File: src/rtl/mux_nx1_rr.sv
// N-input, W-bit registered multiplexer with valid/ready handshake, fixed or round-robin select.
// Optional: define MUXRR_BEAT_CNT_EN to add the 16-bit accepted-word counter port beat_cnt.
module mux_nx1_rr #(
  parameter int N = 4,
  parameter int W = 8,
  localparam int SW = (N > 1) ? $clog2(N) : 1
) (
  input  logic           clk,
  input  logic           rst,
  input  logic [N*W-1:0] in_data,
  input  logic [N-1:0]   in_valid,
  output logic [N-1:0]   in_ready,
  input  logic           mode,
  input  logic [SW-1:0]  s,
  output logic [W-1:0]   y,
  output logic           y_valid,
  input  logic           y_ready,
  output logic [SW-1:0]  y_ch
`ifdef MUXRR_BEAT_CNT_EN
  ,
  output logic [15:0]    beat_cnt
`endif
);

  logic [W-1:0]  ch_data [N];
  logic [SW-1:0] ptr;
  logic [SW-1:0] g;
  logic          grant_valid;
  logic          load;
  logic [SW:0]   rr_sum;

  always_comb begin
    for (int unsigned i = 0; i < N; i++) begin
      ch_data[i] = in_data[i*W +: W];
    end
  end

  // Round-robin scans ptr, ptr+1, ... modulo N; the first valid channel wins.
  always_comb begin
    grant_valid = 1'b0;
    g           = '0;
    rr_sum      = '0;
    if (mode) begin
      for (int unsigned k = 0; k < N; k++) begin
        rr_sum = {1'b0, ptr} + (SW+1)'(k);
        if (rr_sum >= (SW+1)'(N)) begin
          rr_sum = rr_sum - (SW+1)'(N);
        end
        if (!grant_valid && in_valid[rr_sum[SW-1:0]]) begin
          grant_valid = 1'b1;
          g           = rr_sum[SW-1:0];
        end
      end
    end else if ({1'b0, s} < (SW+1)'(N)) begin
      grant_valid = in_valid[s];
      g           = s;
    end
  end

  assign load = (!y_valid || y_ready) && grant_valid;

  always_comb begin
    in_ready = '0;
    if (load) begin
      in_ready[g] = 1'b1;
    end
  end

  always_ff @(posedge clk or posedge rst) begin
    if (rst) begin
      y       <= '0;
      y_valid <= 1'b0;
      y_ch    <= '0;
    end else if (load) begin
      y       <= ch_data[g];
      y_ch    <= g;
      y_valid <= 1'b1;
    end else if (y_ready) begin
      y_valid <= 1'b0;
    end
  end

  // The pointer only moves on round-robin loads; it survives mode switches.
  always_ff @(posedge clk or posedge rst) begin
    if (rst) begin
      ptr <= '0;
    end else if (load && mode) begin
      ptr <= (g == SW'(N-1)) ? '0 : g + 1'b1;
    end
  end

`ifdef MUXRR_BEAT_CNT_EN
  always_ff @(posedge clk or posedge rst) begin
    if (rst) begin
      beat_cnt <= '0;
    end else if (load) begin
      beat_cnt <= beat_cnt + 16'd1;
    end
  end
`endif

endmodule

File: config.mk
export PLATFORM = sky130hd
export DESIGN_NAME = mux_nx1_rr
export DESIGN_NICKNAME = d
export VERILOG_FILES = /design/src/rtl/mux_nx1_rr.sv
export SDC_FILE = /design/constraint.sdc
export NUM_CORES = 1
export LEC_CHECK = 0
export BUFFER_PORTS_ARGS = -buffer_cell sky130_fd_sc_hd__buf_2
export CAP_MARGIN = 20
export CORE_ASPECT_RATIO = 1.25
export CORE_UTILIZATION = 46
export DETAILED_ROUTE_END_ITERATION = 12
export GPL_ROUTABILITY_DRIVEN = 0
export PLACE_DENSITY_LB_ADDON = 0.25
export SETUP_SLACK_MARGIN = 0.05
export SLEW_MARGIN = 20
export SYNTH_ARGS = -nofsm -noshare
export SYNTH_HDL_FRONTEND = slang
export SYNTH_SLANG_ARGS = --single-unit
File: constraint.sdc
create_clock -name clk -period 3.5 [get_ports clk]
set_input_delay 0.7 -clock clk [delete_from_list [all_inputs] [get_ports clk]]
set_output_delay 0.7 -clock clk [all_outputs]
set_load 0.05 [all_outputs]
==> results of run 1 <==
[kinds of logic after synthesis]
group                    after synthesis  synth area share, %
AO/OA/AOI/OAI                         18                 20.9
adder cells (fa/ha/maj)                1                 1.29
buffers and inverters                  8                 6.70
flip-flops                            13                 33.5
multiplexers                          19                 21.0
AND/OR/NAND/NOR                       31                 16.6
[cell usage after synthesis, drive strengths merged]
master	instances
and2	1
mux4	1
dfrtp	13
inv	4
nor2	4
o221ai	8
mux2	1
nor3b	1
a21oi	2
nor2b	6
o21a	2
o21ai	2
a211oi	1
or2	3
ha	1
o211a	1
buf	4
nand2b	3
o32ai	1
nand2	12
mux2i	17
o2bb2ai	1
nor3	1
[report_power, final]
part / total (mW) / switching (mW) / leakage [nW] / internal (mW)
Combinational: 0.451 / 0.300 / 0.497 / 0.151
Clock: 0.0890 / 0.0450 / 0.0150 / 0.0440
Sequential: 0.231 / 0.0315 / 0.155 / 0.200
[worst max-delay path: stages]
cell,delay (ns)
buf_2,0.12
mux4_2,0.33
o2bb2ai_2,0.06
or2_1,0.22
buf_4,0.17
or2_1,0.27
nor2b_1,0.12
buf_2,0.27
[per-layer routing]
| metal | wire (um) | part of all wire (%) | vias up |
|---|---|---|---|
| met5 | 0 | 0 | - |
| met4 | 25 | 1.1 | 0 |
| met3 | 129 | 5.7 | 2 |
| met2 | 1300 | 57 | 34 |
| met1 | 818 | 36 | 432 |
| li1 | - | - | 447 |
[final timing paths]
kind	from	endpoint	slack (ns)	depth (start not counted)
min in group clk	y[6]	y[6]	0.49	2
max in group asynchronous	rst	y[7]	2.71	2
hold / removal	rst	y[4]	0.45	2
hold reg to reg	y[6]	y[6]	0.49	2
setup / recovery	s[0]	in_ready[2]	0.54	8
setup reg to reg	ptr[0]	y[7]	1.46	6
[registers in the layout (all words and copies together), names as in the netlist]
name,count
y,8
ptr,2
y_ch,2
y_valid,1
[area by class of cell]
class | instances | area [um2]
Sequential cell | 13 | 325
Tap cell | 20 | 25.0
Multi-Input combinational cell | 69 | 592
Timing Repair Buffer | 59 | 303
Fill cell | 179 | 696
Clock buffer | 4 | 26.3
Inverter | 4 | 15.0
==> results.cfg, run 1 <==
[cells_and_area]
antennaDiodeCount = 0
stdcell_area_um2 = 1290
final_cell_mix = 56 x buf_2, 17 x mux2i_1, 13 x dfrtp_1
post-route-util_pct = 64.9
final_common_cell = buf_2
fin_cells = 169
final_layout_size_suffix_gt1_share_pct = 49.7
fin_nets = 193
synthToLayoutAreaGrowth_pct = 32.5

[logic_synthesis]
syn-num-nets = 133
synth_area_leaders = dfrtp_1 34%, mux2i_1 18%, o221ai_2 11%
synth_seq_cells = 13
syn_area_per_cell_um2 = 10.8
synthesis.area_um2 = 971
yosysWarnings = 0
yosys.area.top_type_share_pct = 33.5
yosys.cell_types.count = 28
syn_inst = 90
synth_seq_area_share_pct = 33.5
yosysTopAreaCell = dfrtp_1

[clock_network]
postCtsHoldBufs = 0
h-tree-depth = 1
cts_inserted_buffers = 3
cts_max_path_buffers = 2
cts_tree = yes
cts_resized = 0
post_cts_buffers = 0
clock_latency_ns = 0.26
root_buffer = clkbuf_4
cts_sinks = 13
clk_pin_slew_ns = 0.08

[place]
placed_area_um2 = 1260
io_buffers = 56
dp_hpwl_um = 1870
place_inst = 165
pre_cts_slack_ns = 0.535

[outcome]
status = finished clean

[drt]
vias = 915
route.detailed.drc = 0
viasPerCell = 5.41
drt-total-wl_um = 2270
first_iter_violations = 4
antenna_left = 0
dr.pass1.iters = 4
avgRoutedWirePerCell_um = 13.4

[grt]
gr-usage-all-layers_pct = 21.1
grt_overflow = 0
grt_start_max_net_pins = 14
grt.busiest_layer = met2
grtUsageMet1_pct = 19.3
use_met3_pct = 1.02
grt_antenna_before_repair = 0
grt_pass1_wl_um = 3640
grt_pass1_vias = 947
use_met2_pct = 44.8

[flow_run]
drv_cap = 0

[critical_path]
critPathKind = input port to output port
arrival_ns = 2.26
startpoint_type = input port
required_ns = 2.80
path_max_fanout = 10
cp-end-kind = output port

[sta]
tightest_slew_ns = 0.514
setup_viol = 0
fin_hold_ws_ns = 0.451
slew_headroom_pct = 65.7
fin_crit_sh_pct = 84.6
fmax_mhz = 338
clock_skew_ns = 0.00387
fin_crit_ns = 2.96
slew_viol_final = 0
postLayoutSetupSlackWorst_ns = 0.538
finalHoldViolCount = 0
tns_ns = 0
grt_setup_unrepaired = no

[floorplan]
io_pins = 57
start_util_pct = 49.0
fp.dieW_um = 43.1
dieArea_um2 = 2300
core_area_um2 = 1980
die_y_um = 53.4
rows = 18

[power]
max-vdd-ir-drop_v = 0.000286
leakagePower_nw = 0.667
total_power_mw = 0.771
p_per_area_nw_per_um2 = 600

[hold_path]
min_path_type = input port to async pin
(Power assumes the default switching activity.)
==> inputs of run 2 (changes only) <==
--- a/config.mk
+++ b/config.mk
@@ -5,10 +5,11 @@
 export SDC_FILE = /design/constraint.sdc
 export NUM_CORES = 1
 export LEC_CHECK = 0
+export ABC_AREA = 1
 export BUFFER_PORTS_ARGS = -buffer_cell sky130_fd_sc_hd__buf_2
 export CAP_MARGIN = 20
 export CORE_ASPECT_RATIO = 1.25
-export CORE_UTILIZATION = 46
+export CORE_UTILIZATION = 42
 export DETAILED_ROUTE_END_ITERATION = 12
 export GPL_ROUTABILITY_DRIVEN = 0
 export PLACE_DENSITY_LB_ADDON = 0.25
==> constraint.sdc (replaced) <==
create_clock -name clk -period 2.6 [get_ports clk]
set_input_delay 0.52 -clock clk [delete_from_list [all_inputs] [get_ports clk]]
set_output_delay 0.52 -clock clk [all_outputs]
set_load 0.05 [all_outputs]
==> run 2 against run 1 <==
The run now ends with negative setup slack left. Worst hold slack lost 0.21 ns. Sequential share of layout area shrank 6.8 points. Total power grew to 2.8 times the previous value. Clock skew grew 0.0036 ns. Worst setup slack lost 0.66 ns. Critical endpoint is now in_ready[1].
==> results.cfg, run 2 <==
[outcome]
status = finished, violations left
violations = negative setup slack

[floorplan]
fp.dieW_um = 50.6
die_y_um = 62.7
rows = 21
io_pins = 57
dieArea_um2 = 3170
start_util_pct = 45.3
core_area_um2 = 2730

[logic_synthesis]
yosysTopAreaCell = nand2_1
synthesis.area_um2 = 1240
yosys.cell_types.count = 20
syn-num-nets = 260
async_flop_share_pct = 100
synth_seq_cells = 13
yosys.area.top_type_share_pct = 29.7
ys.flop_type = dfrtp_1
yosysWarnings = 0
synth_area_leaders = nand2_1 30%, dfrtp_1 26%, nand3_1 13%
synth-edff-count = 0
syn_area_per_cell_um2 = 5.70
synth_seq_area_share_pct = 26.3
synth.most_common_cell = nand2_1
syn_inst = 217
ys_top_cells_by_count = 98 x nand2_1, 31 x nand3_1, 25 x inv_1, 13 x dfrtp_1, 13 x nand2_2

[sta]
grt_setup_unrepaired = yes
fin_crit_ns = 2.72
slew_headroom_pct = 67.7
fin_crit_sh_pct = 105
fmax_mhz = 367
slew_viol_final = 0
finalHoldViolCount = 0
fin_hold_ws_ns = 0.238
postLayoutSetupSlackWorst_ns = -0.124
tightest_slew_ns = 0.483
setup_viol = 4
clock_skew_ns = 0.00744

[cells_and_area]
multi_input_area_um2 = 813
seqCellArea_um2 = 327
final_cell_mix = 95 x nand2_1, 52 x buf_2, 31 x nand3_1
final_layout_size_suffix_gt1_share_pct = 37.3
n_fill_cell = 283
regMostFlops = y
synthToLayoutAreaGrowth_pct = 42.7
final_common_cell = nand2_1
reg.largest.list = y x8, ptr x2, y_ch x2
fin_nets = 331
post-route-util_pct = 64.6
antennaDiodeCount = 0
largest_reg_flops = 8

[drt]
drt-total-wl_um = 3390
avgRoutedWirePerCell_um = 10.6
vias = 1539
antenna_left = 0
route.detailed.drc = 0
viasPerCell = 4.79
dr.pass1.iters = 4
first_iter_violations = 25

[critical_path]
arrival_ns = 2.20
critPathKind = register to output port
required_ns = 2.08
path_max_fanout = 9
cp-end-kind = output port
startpoint_type = register

[clock_network]
cts_max_path_buffers = 2
postCtsHoldBufs = 0
h-tree-depth = 1
cts_inserted_buffers = 3
root_buffer = clkbuf_4
cts_sinks = 13
clock_latency_ns = 0.28
cts_tree = yes
clk_pin_slew_ns = 0.08

[flow_run]
drv_cap = 0

[place]
pre_cts_slack_ns = 0.0333
io_buffers = 56
dp_hpwl_um = 2610

[power]
leakagePower_nw = 1.09
total_power_mw = 2.17
p_per_area_nw_per_um2 = 1230
max-vdd-ir-drop_v = 0.000626

[grt]
grt_antenna_before_repair = 0
grt_start_max_net_pins = 18
gr-usage-all-layers_pct = 24.0
grt_pass1_vias = 1451
grt_overflow = 0
grt_pass1_wl_um = 5870

[hold_path]
min_path_type = input port to async pin
[run 2: cell types whose count changed after synthesis, moves of 4 or more]
cell / change
nand2_1: +86
nand3_1: +31
inv_1: +21
mux2i_1: -17
nand2_2: +13
o221ai_2: -7
nor2_1: +6
nor2b_1: -5
inv_2: +4
[run 2: what timing repair did]
item / CTS / global route
resized for setup: 15 / 4
buffers inserted: 2 / 2
endpoints found under the setup margin: 4 / 4
gates cloned: 0 / 0
pin swaps: 1 / 1
[run 2: final timing paths]
path / startpoint / end / slack (ns) / depth (start not counted)
setup / recovery: ptr[0] / in_ready[1] / -0.12 / 13
hold / removal: rst / y[2] / 0.24 / 2
setup reg to reg: ptr[0] / y[5] / 0.51 / 17
hold reg to reg: y_ch[0] / y_ch[0] / 0.48 / 2
max in group asynchronous: rst / ptr[0] / 2.01 / 2
min in group clk: y_ch[0] / y_ch[0] / 0.48 / 2
[run 2: cells by family (layout without fill, tap and decap cells)]
| logic type | count (synthesis) | in the layout | share of synthesized area [%] |
|---|---|---|---|
| AND/OR/NAND/NOR | 159 | 159 | 56.3 |
| buffers and inverters | 36 | 106 | 12.9 |
| flip-flops | 13 | 13 | 26.3 |
| AO/OA/AOI/OAI | 8 | 8 | 3.44 |
| adder cells (fa/ha/maj) | 1 | 1 | 1.01 |
[run 2: where the power goes]
part	switching [mW]	internal, mW	total, mW	leakage, nW
logic	1.10	0.568	1.67	0.915
registers	0.0720	0.300	0.372	0.155
clock network	0.0675	0.0596	0.127	0.0150
[run 2: layout make-up]
class | count | area share, %
inverters | 29 | 6.31
well taps | 34 | 2.41
multi-input cells | 168 | 46.1
clock buffers | 4 | 1.49
flip-flops and latches | 13 | 18.5
repair buffers | 73 | 25.2
[run 2: layer usage]
metal  up-vias  wire length, um  global-route usage (%)
met5         -                0                       0
met4         0               80                    9.72
met3        10              159                    2.92
met2        54             1760                    43.8
li1        805                -                       -
met1       670             1400                    27.3
[run 2: worst max-delay path: stages (launching register included)]
cell and delay, ns:
dfrtp_2 0.48, buf_4 0.16, nand2_1 0.08, nand3_1 0.09, nand2_2 0.13, nor2_2 0.07
nand2_1 0.06, nand3_1 0.08, nor2_1 0.13, nor2_2 0.06, buf_4 0.14, buf_4 0.17
nor2_4 0.11, buf_6 0.16
[run 2: through the flow]
stage | setup TNS [ns] | area [um2] | instances
after floorplan | 0 | 1260 | 217
after global placement | 0 | 1650 | 313
after detailed placement | 0 | 1650 | 313
after CTS | -0.320 | 1730 | 319
after global routing | -0.921 | 1770 | 321
final | -0.354 | 1770 | 321
